--- src/rtl/ucie_ctl_sb_rx_msg_buf.sv ---
// UCIe sideband receive path: beat deserialiser, header checks, message decode and entry FIFO.
// Define UCIE_SB_RX_PARITY_CHK_EN to build the dp/cp parity checks; otherwise the parity flag is 0.
module ucie_ctl_sb_rx_msg_buf #(
    parameter int         N      = 16,
    parameter int         DEPTH  = 4,
    parameter logic [2:0] SRC_ID = 3'b001,
    parameter logic [2:0] DST_ID = 3'b101
) (
    input  logic                   i_clk,
    input  logic                   i_rst,
    input  logic                   i_pl_cfg_vld,
    input  logic [N-1:0]           i_received_data,
    input  logic                   i_msg_rdy,
    output logic                   o_msg_vld,
    output logic [4:0]             o_rdi_pl_sb_decode,
    output logic [63:0]            o_rdi_pl_adv_cap_value,
    output logic                   o_sb_src_error,
    output logic                   o_sb_dst_error,
    output logic                   o_sb_opcode_error,
    output logic                   o_sb_unsupported_message,
    output logic                   o_sb_parity_error,
    output logic                   o_cfg_crd,
    output logic                   o_sb_overflow,
    output logic [$clog2(DEPTH):0] o_fill
);

    localparam int BEATS_HDR = 64 / N;
    localparam int BEATS_MSG = 128 / N;
    localparam int CW        = $clog2(BEATS_MSG);
    localparam int AW        = $clog2(DEPTH);
    localparam int FW        = AW + 1;
    // Beat index and bit offset at which header opcode[4:0] (header bits 36:32) arrives.
    localparam int OP_BEAT   = 31 / N;
    localparam int OP_LSB    = (OP_BEAT + 1) * N - 32;

    localparam logic [4:0] OPC_NODATA = 5'b10010;
    localparam logic [4:0] OPC_DATA   = 5'b11011;

    typedef struct packed {
        logic [4:0]  decode;
        logic [63:0] data;
        logic        src_err;
        logic        dst_err;
        logic        opc_err;
        logic        unsup;
        logic        par_err;
    } entry_t;

    // Returns {needs_data, code}; code 0 means the pair is not a known message.
    function automatic logic [5:0] decode_lookup(input logic [7:0] msgcode, input logic [7:0] subcode);
        logic [5:0] res;
        res = 6'd0;
        case ({msgcode, subcode})
            16'h0301: res = {1'b0, 5'd1};
            16'h0309: res = {1'b0, 5'd2};
            16'h0401: res = {1'b0, 5'd3};
            16'h0409: res = {1'b0, 5'd4};
            16'h0900: res = {1'b0, 5'd5};
            16'h0901: res = {1'b0, 5'd6};
            16'h0902: res = {1'b0, 5'd7};
            16'h0100: res = {1'b1, 5'd8};
            default:  res = 6'd0;
        endcase
        return res;
    endfunction

`ifdef UCIE_SB_RX_PARITY_CHK_EN
    function automatic logic hdr_parity(input logic [63:0] hdr);
        return ^(hdr & 64'hFFFF_FFFF_3FFF_FFFF);
    endfunction

    function automatic logic data_parity(input logic [63:0] pay);
        return ^pay;
    endfunction
`endif

    function automatic entry_t build_entry(input logic [63:0] hdr, input logic [63:0] pay, input logic is_data);
        entry_t     e;
        logic [5:0] lk;
        lk        = decode_lookup(hdr[53:46], hdr[7:0]);
        e.data    = is_data ? pay : 64'd0;
        e.src_err = (hdr[63:61] != SRC_ID);
        e.dst_err = (hdr[26:24] != DST_ID);
        e.opc_err = (hdr[36:32] != OPC_NODATA) && (hdr[36:32] != OPC_DATA);
        if ((lk[4:0] != 5'd0) && (lk[5] == is_data)) begin
            e.decode = lk[4:0];
            e.unsup  = 1'b0;
        end else begin
            e.decode = 5'd0;
            e.unsup  = 1'b1;
        end
`ifdef UCIE_SB_RX_PARITY_CHK_EN
        e.par_err = (hdr[30] != hdr_parity(hdr)) || (is_data && (hdr[31] != data_parity(pay)));
`else
        e.par_err = 1'b0;
`endif
        return e;
    endfunction

    logic [127-N:0]  msg_r;
    logic [CW-1:0]   cnt_r;
    logic            is_data_r;
    logic [127:0]    nxt_msg_s;
    logic [4:0]      beat_opc_s;
    logic            cur_data_s;
    logic            last_s;
    logic            done_s;
    entry_t          entry_s;

    entry_t          mem_r [DEPTH];
    logic [AW-1:0]   wr_ptr_r;
    logic [AW-1:0]   rd_ptr_r;
    logic [FW-1:0]   fill_r;
    logic            crd_r;
    logic            ovf_r;
    logic            vld_s;
    logic            full_s;
    logic            pop_s;
    logic            push_s;
    entry_t          head_s;

    // Beat assembly: message length is chosen from the opcode beat, then held in is_data_r.
    always_comb begin
        nxt_msg_s  = {msg_r, i_received_data};
        beat_opc_s = i_received_data[OP_LSB +: 5];
        if (cnt_r == CW'(OP_BEAT)) begin
            cur_data_s = (beat_opc_s == OPC_DATA);
        end else begin
            cur_data_s = is_data_r;
        end
        if (cur_data_s) begin
            last_s = (cnt_r == CW'(BEATS_MSG - 1));
        end else begin
            last_s = (cnt_r == CW'(BEATS_HDR - 1));
        end
        done_s = i_pl_cfg_vld && last_s;
        if (cur_data_s) begin
            entry_s = build_entry(nxt_msg_s[127:64], nxt_msg_s[63:0], 1'b1);
        end else begin
            entry_s = build_entry(nxt_msg_s[63:0], 64'd0, 1'b0);
        end
    end

    // Beat counter, shift register and latched message length.
    always_ff @(posedge i_clk or posedge i_rst) begin
        if (i_rst) begin
            msg_r     <= '0;
            cnt_r     <= '0;
            is_data_r <= 1'b0;
        end else if (i_pl_cfg_vld) begin
            msg_r     <= nxt_msg_s[127-N:0];
            is_data_r <= cur_data_s;
            cnt_r     <= done_s ? '0 : cnt_r + CW'(1);
        end
    end

    // FIFO control: a pop in the completion cycle frees the slot for the incoming entry.
    always_comb begin
        vld_s  = (fill_r != '0);
        full_s = (fill_r == FW'(DEPTH));
        pop_s  = vld_s && i_msg_rdy;
        push_s = done_s && (!full_s || pop_s);
    end

    // Entry storage.
    always_ff @(posedge i_clk or posedge i_rst) begin
        if (i_rst) begin
            for (int i = 0; i < DEPTH; i++) begin
                mem_r[i] <= '0;
            end
        end else if (push_s) begin
            mem_r[wr_ptr_r] <= entry_s;
        end
    end

    // Pointers, occupancy and the registered credit / overflow pulses.
    always_ff @(posedge i_clk or posedge i_rst) begin
        if (i_rst) begin
            wr_ptr_r <= '0;
            rd_ptr_r <= '0;
            fill_r   <= '0;
            crd_r    <= 1'b0;
            ovf_r    <= 1'b0;
        end else begin
            if (push_s) begin
                wr_ptr_r <= wr_ptr_r + AW'(1);
            end
            if (pop_s) begin
                rd_ptr_r <= rd_ptr_r + AW'(1);
            end
            case ({push_s, pop_s})
                2'b10:   fill_r <= fill_r + FW'(1);
                2'b01:   fill_r <= fill_r - FW'(1);
                default: fill_r <= fill_r;
            endcase
            crd_r <= pop_s;
            ovf_r <= done_s && full_s && !pop_s;
        end
    end

    // Head entry presentation; fields read 0 while the buffer is empty.
    always_comb begin
        head_s    = mem_r[rd_ptr_r];
        o_msg_vld = vld_s;
        if (vld_s) begin
            o_rdi_pl_sb_decode       = head_s.decode;
            o_rdi_pl_adv_cap_value   = head_s.data;
            o_sb_src_error           = head_s.src_err;
            o_sb_dst_error           = head_s.dst_err;
            o_sb_opcode_error        = head_s.opc_err;
            o_sb_unsupported_message = head_s.unsup;
            o_sb_parity_error        = head_s.par_err;
        end else begin
            o_rdi_pl_sb_decode       = 5'd0;
            o_rdi_pl_adv_cap_value   = 64'd0;
            o_sb_src_error           = 1'b0;
            o_sb_dst_error           = 1'b0;
            o_sb_opcode_error        = 1'b0;
            o_sb_unsupported_message = 1'b0;
            o_sb_parity_error        = 1'b0;
        end
    end

    assign o_fill        = fill_r;
    assign o_cfg_crd     = crd_r;
    assign o_sb_overflow = ovf_r;

endmodule
--- config.mk ---
export PLATFORM = sky130hd
export DESIGN_NAME = ucie_ctl_sb_rx_msg_buf
export DESIGN_NICKNAME = d
export VERILOG_FILES = /design/src/rtl/ucie_ctl_sb_rx_msg_buf.sv
export SDC_FILE = /design/constraint.sdc
export NUM_CORES = 1
export LEC_CHECK = 0
export CORE_UTILIZATION = 38
export CTS_CLUSTER_DIAMETER = 50
export DETAILED_ROUTE_END_ITERATION = 7
export GPL_TIMING_DRIVEN = 0
export PLACE_DENSITY_LB_ADDON = 0.25
export REMOVE_ABC_BUFFERS = 1
export SYNTH_ARGS = -nofsm -noshare
export SYNTH_HDL_FRONTEND = slang
export SYNTH_SLANG_ARGS = --single-unit
--- constraint.sdc ---
create_clock -name i_clk -period 44.6 [get_ports i_clk]
set_input_delay 13.38 -clock i_clk [delete_from_list [all_inputs] [get_ports i_clk]]
set_output_delay 13.38 -clock i_clk [all_outputs]
set_load 0.005 [all_outputs]
Word-level counts from Yosys, hierarchy flattened
Cells that the tools add are included.
- add/sub/neg operators: 5
- multiply operators: 0
- div/mod/pow operators: 0
- magnitude comparators: 3
- eq/ne operators: 31
- shift-type cells: 0
- mux-type cells: 26
- bitwise operators: 3
- reduce and logical (&&, ||, !) cells: 17
- operators by type and width (kind ; number):
    bitwise mux 296 bit ; 1
    2-to-1 mux 74 bit ; 4
    binary-select mux 74 bit (select 2 bit) ; 1
    demux 74 bit (select 2 bit) ; 1
    == test 16 x 12 -> 1 bit, second input constant ; 6
    case mux 6 bit (8 select lines) ; 2
    == test 16 x 10 -> 1 bit, second input constant ; 4
    == test 16 x 11 -> 1 bit, second input constant ; 4
    2-to-1 mux 64 bit ; 1
    == test 16 x 9 -> 1 bit, second input constant ; 2
    inequality test 5 bit, second input constant ; 4
    2-to-1 mux 5 bit ; 3
    2-to-1 mux 6 bit ; 2
    logical AND 1 bit ; 10
    nonzero test 5 bit ; 2
    2-to-1 mux 1 bit ; 9
    adder 3 x 1 -> 3 bit, second input constant ; 2
    == test 3 bit, second input constant ; 2
    >= comparator 3 bit, second input constant ; 2
    inequality test 3 x 1 -> 1 bit, second input constant ; 2
    inequality test 3 bit, second input constant ; 2
    inverter 2 -> 3 bit ; 2
    case mux 3 bit (2 select lines) ; 1
    == test 5 bit, second input constant ; 1
    13 further kinds ; 15
- register bits after elaboration: 421
- bits in latches: 0
- RAM bits: 0
- memory bits (read-only): 0
- input port bits: 20
- output and inout bits: 80
- logic and storage cells: 121
- memories: 0

Logic depth before layout (Yosys ltp)
- depth after elaboration: 8
- gate-level depth with buffers: 14
- gate-level depth less buffers: 13

Worst setup path before layout
OpenSTA, ideal clock, no wires.
- path kind: input port to flip-flop
- start: in i_received_data[0]
- end: reg fill_r[2] (netlist: o_fill[2])
- data arrival time: 15.269 ns
- data required time: 44.521 ns
- path slack: 29.252 ns
- cell stages on the path: 13
- buffers on the path: 2
- cells stage by stage: buf_2 -> nand4b_1 -> o211a_1 -> buf_2 -> nor2_1 -> nor2b_1 -> inv_1 -> ha_1 -> inv_1 -> fa_1 -> xor2_1 -> nor2_1 -> xor2_1
- longest elaborated chain between the ends: 7
- elaborated cells between the ends (all ways): 9
- ends and longest elaborated chain (element ; RTL line ; source):
    start: declaration ; 12 ; input logic [N-1:0] i_received_data,
    == test 5 bit * ; 127 ; cur_data_s = (beat_opc_s == OPC_DATA);
    2-to-1 mux 1 bit * ; 126 ; if (cnt_r == CW'(OP_BEAT)) begin
    2-to-1 mux 1 bit * ; 131 ; if (cur_data_s) begin
    logical AND 1 bit * ; 136 ; done_s = i_pl_cfg_vld && last_s;
    logical AND 1 bit * ; 162 ; push_s = done_s && (!full_s || pop_s);
    == test 2 x 1 -> 1 bit or == test 2 bit (tied branches) ; 191 ; case ({push_s, pop_s})
    case mux 3 bit (2 select lines) or nonzero test 2 bit (tied branches) ; n/a ;
    end signal: assignment ; 192 ; 2'b10: fill_r <= fill_r + FW'(1);
    end signal: assignment ; 193 ; 2'b01: fill_r <= fill_r - FW'(1);
    end signal: assignment ; 194 ; default: fill_r <= fill_r;
    end: declaration ; 113 ; logic [FW-1:0] fill_r;
Mark *: on every way between the ends. The rest lies on a longest branch, timed or not.
A chain may end at the register's enable or synchronous reset.

Final worst setup path
- start: reg rd_ptr_r[0]
- end: out o_sb_unsupported_message
- longest elaborated chain between the ends: 5
- ends and longest elaborated chain (element ; RTL line ; source):
    start: declaration ; 112 ; logic [AW-1:0] rd_ptr_r;
    start signal: assignment ; 189 ; rd_ptr_r <= rd_ptr_r + AW'(1);
    inverter 2 -> 3 bit (not written as such) ; 203 ; head_s = mem_r[rd_ptr_r];
    binary-select mux 74 bit (select 2 bit) ; 203 ;
    2-to-1 mux 74 bit (not written as such) (2 in series) ; 203 ;
    2-to-1 mux 1 bit ; 205 ; if (vld_s) begin
    end: declaration ; 20 ; output logic o_sb_unsupported_message,
No other way between the ends. The select of a mux whose other input is x is not followed.

==> results.sh <==
export IMPL_critical_path_class="reg -> out"
export IMPL_number_of_antenna_violations_at_the_first_check_in_global_routing=2
export IMPL_powerDensity_nw_per_um2=53.94
export IMPL_std_cell_rows=77
export IMPL_synth_ff_latch_count=393
export IMPL_vdd_ir_drop_worst_v=0.00005899
export IMPL_slowest_delay_ps=960
export IMPL_critical_path_slowest_cell="sky130_fd_sc_hd__dfrtp_4"
export IMPL_grt_util_all_layers_pct=16.92
export IMPL_yosys_area_top_type="sky130_fd_sc_hd__dfrtp_1"
export IMPL_detailroute_via_count=10960
export IMPL_grt_max_degree=96
export IMPL_route_detailed_drc=0
export IMPL_synthesis_instances=1490
export IMPL_syn_to_final_growth_pct=19.15
export IMPL_core_um2=44410
export IMPL_run_status="complete, no violations"
export IMPL_die_span_x_um=214.8
export IMPL_post_route_period_util_pct=37.14
export IMPL_cts_tree="built"
export IMPL_totalNegativeSetupSlack_ps=0
export IMPL_worst_setup_path_start_kind="flip-flop"
export IMPL_globalplace_congestion=0.7202
export IMPL_die_h_um=214.8
export IMPL_num_io_pins=100
export IMPL_detailedRoute_firstPassIterationCount=4
export IMPL_cell_by_cell_trace_of_the_critical_path="buf_16 > mux4_2 > and2_1 > clkdlybuf4s50_1"
export IMPL_hold_buffers=0
export IMPL_clkSlewWorstSetupHoldPaths_ps=60
export IMPL_slew_violations=0
export IMPL_cp_top_family="flip-flops"
export IMPL_path_buf_inv=2
export IMPL_fraction_of_final_layout_cells_with_drive_strength_greater_than_1_pct=17.57
export IMPL_p_leak_nw=8.615
export IMPL_synth_yosys_seq_area_share_pct=57.18
export IMPL_netlist_top_cells_count="393 x sky130_fd_sc_hd__dfrtp_1, 363 x sky130_fd_sc_hd__nand2_1, 238 x sky130_fd_sc_hd__o21ai_0"
export IMPL_clock_sinks=393
export IMPL_postSynth_topFlopCell="sky130_fd_sc_hd__dfrtp_1"
export IMPL_met1_routing_resource_usage_after_global_routing_pct=23.75
export IMPL_cts_root_buf="sky130_fd_sc_hd__clkbuf_16"
export IMPL_gr_total_overflow=0
export IMPL_totalPowerFinal_mw=1.106
export IMPL_insertedDiodeCount=0
export IMPL_clkLatencyLatePin_ps=550
export IMPL_required_ps=31220
export IMPL_yosysMostFrequentCell="sky130_fd_sc_hd__dfrtp_1"
export IMPL_clock_tree_htree_level_count=2
export IMPL_placement_cell_area_um2=18920
export IMPL_worst_pin_slew_ps=1036
export IMPL_grtUsageMet3_pct=2.647
export IMPL_synth_top_cells_by_area="sky130_fd_sc_hd__dfrtp_1 57%, sky130_fd_sc_hd__mux4_2 9.4%, sky130_fd_sc_hd__nand2_1 7.9%"
export IMPL_timing_max_cap_violations=0
export IMPL_post_cts_setup_buffer_count=0
export IMPL_detail_route_iter0_violations=559
export IMPL_fillerInstances=4056
export IMPL_rsz0062_at_grt="false"
export IMPL_met2_usage_pct=27.51
export IMPL_avg_cell_area_syn_um2=11.54
export IMPL_synth_async_sr_flop_share_pct=100.0
export IMPL_crit_path_end_kind="output pin"
export IMPL_netlist_area_leader_share_pct=57.18
export IMPL_first_global_vias=11470
export IMPL_synth_cell_types=50
export IMPL_clock_tree_buffer_depth=3
export IMPL_post_drt_wl_per_cell_um=17.39
export IMPL_finalCriticalPeriod_ps=16560
export IMPL_crit_arrival_ps=3180
export IMPL_postLayoutCellArea_um2=20490
export IMPL_timing_slew_headroom_pct=30.32
export IMPL_drt_wl_total_um=37900
export IMPL_synthesis_yosys_warnings=0
export IMPL_synth_edff_count=0
export IMPL_tritoncts_num_buffers=47
export IMPL_die_area_um2=46120
export IMPL_port_buffers=97
export IMPL_post_cts_resized=0
export IMPL_setup_viol=0
export IMPL_top_usage_layer="met2"
export IMPL_hold_violations=0
export IMPL_place_detailed_hpwl_um=24070
export IMPL_max_fclk_ghz=0.06037
export IMPL_post_synthesis_instance_area_um2=17200
export IMPL_clock_skew_ps=14.91
export IMPL_post_drt_antenna_nets=0
export IMPL_min_delay_path_class="reg -> reg"
export IMPL_critPathMaxFanout=39
export IMPL_initial_util_pct=38.73
export IMPL_grt_first_pass_wirelength_um=63000
export IMPL_routed_via_density=5.026
export IMPL_final_net_count=1581
layout make-up:
| cell class | instances | area [µm²] | area share (%) |
|---|---|---|---|
| clock buffer | 65 | 1336 | 6.520 |
| multi-input combinational | 979 | 6696 | 32.67 |
| sequential | 393 | 9842 | 48.02 |
| timing repair buffer | 123 | 1602 | 7.814 |
| inverter | 9 | 41.29 | 0.2015 |
| clock inverter | 19 | 236.5 | 1.154 |
| tap | 592 | 740.7 | 3.614 |
registers in the layout, summed over array words and instances (netlist names):
signal / cells
mem_r: 288
msg_r: 92
cnt_r: 3
o_fill: 3
rd_ptr_r: 2
wr_ptr_r: 2
is_data_r: 1
o_cfg_crd: 1
o_sb_overflow: 1
per-stage QoR:
stage | hold slack [ps] | std cells | utilization, % | setup WS (ps)
after floorplan | 443.2 | 1381 | - | 20290
after global placement | 456.0 | 2070 | 41.10 | 15850
after detailed placement | 465.9 | 2096 | 42.60 | 28020
after CTS | 477.6 | 2180 | 46.14 | 27910
after global routing | 492.8 | 2180 | 46.14 | 27830
final | 474.9 | 2180 | 46.14 | 28040
cells in the final DEF (no fill, tap or decap), drive strengths merged, types with 2 or more instances in the layout:
cell | netlist | routed
clkinvlp | 0 | 2
clkinv | 0 | 9
nand2 | 363 | 363
nand4bb | 2 | 2
nand3 | 3 | 3
clkbuf | 54 | 65
dfrtp | 393 | 393
conb | 1 | 2
nor4 | 6 | 6
or3 | 3 | 3
nand4b | 2 | 2
and2 | 73 | 73
o211ai | 4 | 4
clkdlybuf4s50 | 0 | 96
nand2b | 4 | 4
ha | 7 | 7
inv | 9 | 12
nor2 | 11 | 11
buf | 56 | 27
nand3b | 3 | 3
nor3 | 4 | 4
nor2b | 2 | 2
or4b | 2 | 2
o31ai | 4 | 4
mux2 | 95 | 95
o21ai | 289 | 289
nand4 | 4 | 4
a21o | 2 | 2
xnor2 | 3 | 3
mux4 | 72 | 72
bufinv | 0 | 5
xor2 | 5 | 5
tightest hold or removal path, stage by stage (launching register included):
cell and delay [ps]:
sky130_fd_sc_hd__dfrtp_1 340, sky130_fd_sc_hd__nand2_1 40, sky130_fd_sc_hd__o21ai_0 60
layer usage:
layer	vias to the layer above	share of wire [%]
li1	5267	-
met1	5496	48
met2	129	47
met3	61	3.0
met4	4	1.8
met5	-	0.090
logic make-up (layout without fill, tap and decap cells):
group / Yosys count / in the layout / share of synthesized area, %
compound gates: 308 / 308 / 9.588
xor+xnor: 8 / 8 / 0.4074
fa+ha+maj: 8 / 8 / 0.6256
buf+inv: 119 / 216 / 4.052
flops: 393 / 393 / 57.18
mux: 167 / 167 / 15.65
other cells: 1 / 2 / 0.02180
simple gates: 486 / 486 / 12.48
power by group:
part | internal, mW | switching, mW
sequential | 0.417 | 0.0538
combinational | 0.127 | 0.123
clock | 0.238 | 0.147
total | 0.782 | 0.324
worst paths after layout:
kind                             start                  endpoint  slack [ps]  depth (start not counted)
setup / recovery           rd_ptr_r[0]  o_sb_unsupported_message       28040                          4
hold / removal              mem_r[197]                mem_r[197]         470                          2
setup reg to reg              cnt_r[1]                 mem_r[91]       41650                          9
hold reg to reg             mem_r[197]                mem_r[197]         470                          2
max in group asynchronous        i_rst               rd_ptr_r[1]       29760                          5
min in group asynchronous        i_rst                 mem_r[45]       13270                          2
Note: power is estimated with default switching activity, not from simulation.
==> RTL edit 1: new RTL, same flow settings <==
Register the output `o_sb_parity_error`; this adds one clock of latency there. The other outputs are not delayed to match.
--- a/src/rtl/ucie_ctl_sb_rx_msg_buf.sv
+++ b/src/rtl/ucie_ctl_sb_rx_msg_buf.sv
@@ -48,2 +48,4 @@
 
+    logic o_sb_parity_error_d;
+
     // Returns {needs_data, code}; code 0 means the pair is not a known message.
@@ -211,3 +213,3 @@
             o_sb_unsupported_message = head_s.unsup;
-            o_sb_parity_error        = head_s.par_err;
+            o_sb_parity_error_d      = head_s.par_err;
         end else begin
@@ -219,3 +221,3 @@
             o_sb_unsupported_message = 1'b0;
-            o_sb_parity_error        = 1'b0;
+            o_sb_parity_error_d      = 1'b0;
         end
@@ -227,2 +229,6 @@
 
+    always_ff @(posedge i_clk) begin
+        o_sb_parity_error <= o_sb_parity_error_d;
+    end
+
 endmodule
Behaviour: no difference found for any inputs over 4 cycles, from zero or initial values and one cycle with i_rst high; that may be too few to reach the edited logic, so the function may still have changed.
==> RTL edit 1 against the original RTL <==
- sequential power grew 21%
- clock skew is 0.0062 ns higher
- worst setup slack improved by 0.26 ns
- sequential share of layout area is 0.39 points higher
- first-iteration DRC count is 30% higher
- worst hold slack lost 0.0021 ns
- register-to-register slack lost 0.09 ns
- area after synthesis decreased by 1.0%
- cell area is 0.80% lower
- wire length rose by 1.1%
- count of clock-buffer cells in the layout down 1
- total power grew 26%
- sequential cell count unchanged
- critical path type unchanged
==> RTL edit 1: results (changes against the original RTL) <==
Synth
  • Mean Syn Cell Area: 11.6 sq um (+0.32%)
  • Seq/Total Area, Yosys: 57.8% (+0.59 points)
  • Dominant cells by area after synthesis: dfrtp_1 (58%), mux4_2 (9.5%), o21ai_0 (7.6%)
  • Top post-synthesis cells by count: dfrtp_1 (393), nand2_1 (343), o21ai_0 (258), mux2_2 (101), and2_1 (73)
  • Synth cell types: 52 (+4.0%)

Place
  • Dpl hpwl: 24000 microns (-0.18%)
  • Global placement routability congestion: 0.704 (-2.3%)
  • Placed insts: 2080 (-0.76%)
  • Pre-CTS WS: 27.72 ns (-0.299 ns)
  • Instance area at placement: 18900 sq um (about the same)

Routing
  • Drt first pass iters: 5 (+1)
  • Vias: 10900 (-0.15%)
  • Vias/cell: 5.07 (+0.87%)
  • Met1 WL: 18200 microns (+0.43%)
  • Met3 routed WL: 1420 microns (+26%)
  • Met2 routed WL: 18000 microns (+0.58%)
  • Final WL: 38300 microns (+1.1%)

Power and ir drop
  • Sequential Power Share: 40.8% (-1.8 points)
  • Net Switching: 441 uW (+36%)
  • Seq pwr: 568 uW (+21%)
  • Logic pwr share: 33.8% (+11 points)
  • Static leakage: 0.00880 uW (+2.2%)
  • VDD IR-drop max: 0.0528 mV (-10%)

Worst hold path
  • Worst hold path class: register to register
  • Hold path start: mem_r[1]$_DFFE_PP0P_
  • Worst hold endpoint: mem_r[1]$_DFFE_PP0P_

Timing
  • Hold WS: 0.473 ns (-0.00212 ns)
  • Worst rel slew slack: 31.4% (+1.0 points)
  • Period utilization: 36.6% (-0.58 points)
  • Worst Skew: 0.0211 ns (+0.00622 ns)

Critical path
  • CP max FO: 27 (-31%)
  • CP arrival: 2.92 ns (-0.26 ns)
  • Crit Reg-Reg Startpoint: cnt_r[0]$_DFFE_PP0P_
  • R2R Path End: mem_r[270]$_DFFE_PP0P_
  • Critical path endpoint: o_rdi_pl_sb_decode[2]
  • Worst path max stage delay: 0.85 ns (-0.11 ns)
  • Reg2Reg Setup Slack: 41.56 ns (-0.09 ns)

GRT
  • Pin count of the biggest net entering global routing: 137 (+43%)
  • Met2 Usage GRT: 28.4% (+0.85 points)
  • Met3 usage: 2.62% (-0.025 points)
  • All-Layer GR Usage: 17.7% (+0.74 points)
  • First-pass GRT wire length: 62800 microns (-0.30%)

Clock network
  • TritonCTS Buffers: 44 (-6.4%)
  • Clock slew at reported path FFs: 0.06 ns (about the same)

Layout
  • Nets: 1562 (-1.2%)
  • Antenna diode count: 0 (unchanged)
  • Post-route cell area: 20300 sq um (-0.80%)
  • Fraction of layout cells with a size suffix above 1: 18.1% (+0.57 points)

Status
  • Outcome: finished, final reports clean
[RTL edit 1: cell types whose count changed after synthesis, moves of 5 or more]
cell and delta:
mux2_1 +8, buf_2 +30, nand2_1 -20, o21ai_1 -39, buf_6 -26, a21oi_1 +5
o21ai_0 +20, mux2_2 +6
[RTL edit 1: final cells by class]
| type | count | area (sq um) |
|---|---|---|
| clock buffers | 64 | 1290 |
| clock inverters | 14 | 134 |
| fillers | 4007 | 23900 |
| inverters | 9 | 41.3 |
| multi-input cells | 960 | 6700 |
| flip-flops and latches | 393 | 9840 |
| well taps | 592 | 741 |
| repair buffers | 126 | 1590 |
[RTL edit 1: cell families after synthesis]
logic type               Yosys count  synth area share, %
flip-flops                       393                 57.8
AND/OR/NAND/NOR                  469                 12.3
multiplexers                     181                 16.7
AO/OA/AOI/OAI                    291                 8.91
XOR/XNOR                           9                0.463
other                              1               0.0220
buffers and inverters            118                 3.15
adder cells (fa/ha/maj)            8                0.632
==> RTL edit 2: new RTL, config.mk and constraints unchanged <==
Without the edit above. The parameter `DEPTH` goes from 4 to 2.
--- a/src/rtl/ucie_ctl_sb_rx_msg_buf.sv
+++ b/src/rtl/ucie_ctl_sb_rx_msg_buf.sv
@@ -4,3 +4,3 @@
     parameter int         N      = 16,
-    parameter int         DEPTH  = 4,
+    parameter int         DEPTH  = 2,
     parameter logic [2:0] SRC_ID = 3'b001,
Interface: changed (resized o_fill); port bits go from 100 to 99. No check against the original RTL was run, so the function may have changed too.
==> RTL edit 2 against the original RTL <==
- area after synthesis down 37%
- wire length down 41%
- cell area down 36%
- critical path depth unchanged
- worst setup slack better by 0.55 ns
- sequential cell count down 147
- total power down 36%
- first-iteration DRC count down 28%
==> RTL edit 2: results (changes against the original RTL) <==
Status
  • Outcome: finished, final reports clean

Place
  • Instance area at placement: 12200 sq um (-36%)
  • IO Port Bufs: 96 (-1.0%)
  • Global placement routability congestion: 0.677 (-6.0%)
  • Placed insts: 1406 (-33%)

Critical path
  • CP max FO: 48 (+23%)
  • Number of cells on the worst reg-to-reg path: 8 (-1)
  • Reg2Reg Setup Slack: 41.71 ns (+0.06 ns)
  • Critical Path Source: rd_ptr_r$_DFFE_PP0P_
  • Worst path max stage delay: 0.77 ns (-0.19 ns)
  • R2R Path End: mem_r[4]$_DFFE_PP0P_

Layout
  • Fraction of layout cells with a size suffix above 1: 16.9% (-0.69 points)
  • Clock buf/inv share: 7.63% (-0.040 points)
  • Clock buffer count: 42 (-35%)
  • Register area: 6160 sq um (-37%)
  • Multi-input logic area: 4250 sq um (-36%)
  • Non-clock buffer count: 112 (-8.9%)
  • Fill count: 2617 (-35%)
  • Biggest regs: mem_r: 144 flops, msg_r: 92 flops, cnt_r: 3 flops
  • Multi-In Gates: 667 (-32%)
  • Final std cells w/o fill: 1462 (-33%)

GRT
  • Met3 usage: 2.49% (-0.16 points)
  • Vias in the first global route: 7215 (-37%)
  • All-Layer GR Usage: 16.1% (-0.85 points)
  • First-pass GRT wire length: 37700 microns (-40%)
  • Pin count of the biggest net entering global routing: 105 (+9.4%)
  • Met2 Usage GRT: 25.3% (-2.2 points)

Synth
  • Synth cell types: 46 (-8.0%)
  • #FFs+latches synth: 246 (-37%)
  • Seq/Total Area, Yosys: 57.1% (about the same)
  • Mean Syn Cell Area: 10.9 sq um (-5.2%)
  • Top post-synthesis cells by count: dfrtp_1 (246), nand2_1 (205), mux2_2 (99), nor2_1 (81), mux2i_1 (73)

Power and ir drop
  • Static leakage: 0.00569 uW (-34%)
  • Switching Share: 30.1% (+0.86 points)

Clock network
  • # H-tree levels: 1 (-1)
  • TritonCTS Buffers: 31 (-34%)

Routing
  • Iteration-0 DRC Markers: 403 (-28%)
  • Final WL: 22200 microns (-41%)
## RTL edit 2: changes by cell type in the layout (fill, tap and decap cells not counted), moves of 14 or more
cell       change
and2_1        -70
mux2i_1       +73
o21ai_1       +14
nand2_1      -158
o21ai_0      -169
mux4_2        -72
nor2_1        +70
dfrtp_1      -146
clkbuf_16     -18
## RTL edit 2: power by group through the flow
stage                     clock [uW]  sequential (uW)  combinational, uW
after global placement             0              313                157
final                            241              299                168
after global routing             257              306                186
after floorplan                    0              299                102
after CTS                        247              299                173
after detailed placement           0              303                172
## RTL edit 2: cell families (layout without fill, tap and decap cells)
kind of cell             after synthesis  after routing  synth area share (%)
AO/OA/AOI/OAI                        149            149                  7.51
XOR/XNOR                               6              6                 0.488
adder cells (fa/ha/maj)                3              3                 0.348
buffers and inverters                 73            171                  3.72
flip-flops                           246            246                  57.1
multiplexers                         177            177                  17.8
other                                  1              2                0.0348
AND/OR/NAND/NOR                      330            330                  12.9
## RTL edit 2: worst min path at each step
stage / startpoint / endpoint / slack, ns
after floorplan: mem_r[144]$_DFFE_PP0P_ / mem_r[144]$_DFFE_PP0P_ / 0.45
after CTS: mem_r[70]$_DFFE_PP0P_ / mem_r[70]$_DFFE_PP0P_ / 0.48
after global placement: mem_r[20]$_DFFE_PP0P_ / mem_r[20]$_DFFE_PP0P_ / 0.46
after detailed placement: mem_r[70]$_DFFE_PP0P_ / mem_r[70]$_DFFE_PP0P_ / 0.47
final: mem_r[18]$_DFFE_PP0P_ / mem_r[18]$_DFFE_PP0P_ / 0.48
after global routing: mem_r[35]$_DFFE_PP0P_ / mem_r[35]$_DFFE_PP0P_ / 0.50
## RTL edit 2: per-layer routing
metal  vias up  routed length (microns)
met1      3450                    11100
li1       3524                        -
met4         0                      385
met2       113                    10000
met3        32                      748
met5         -                        0
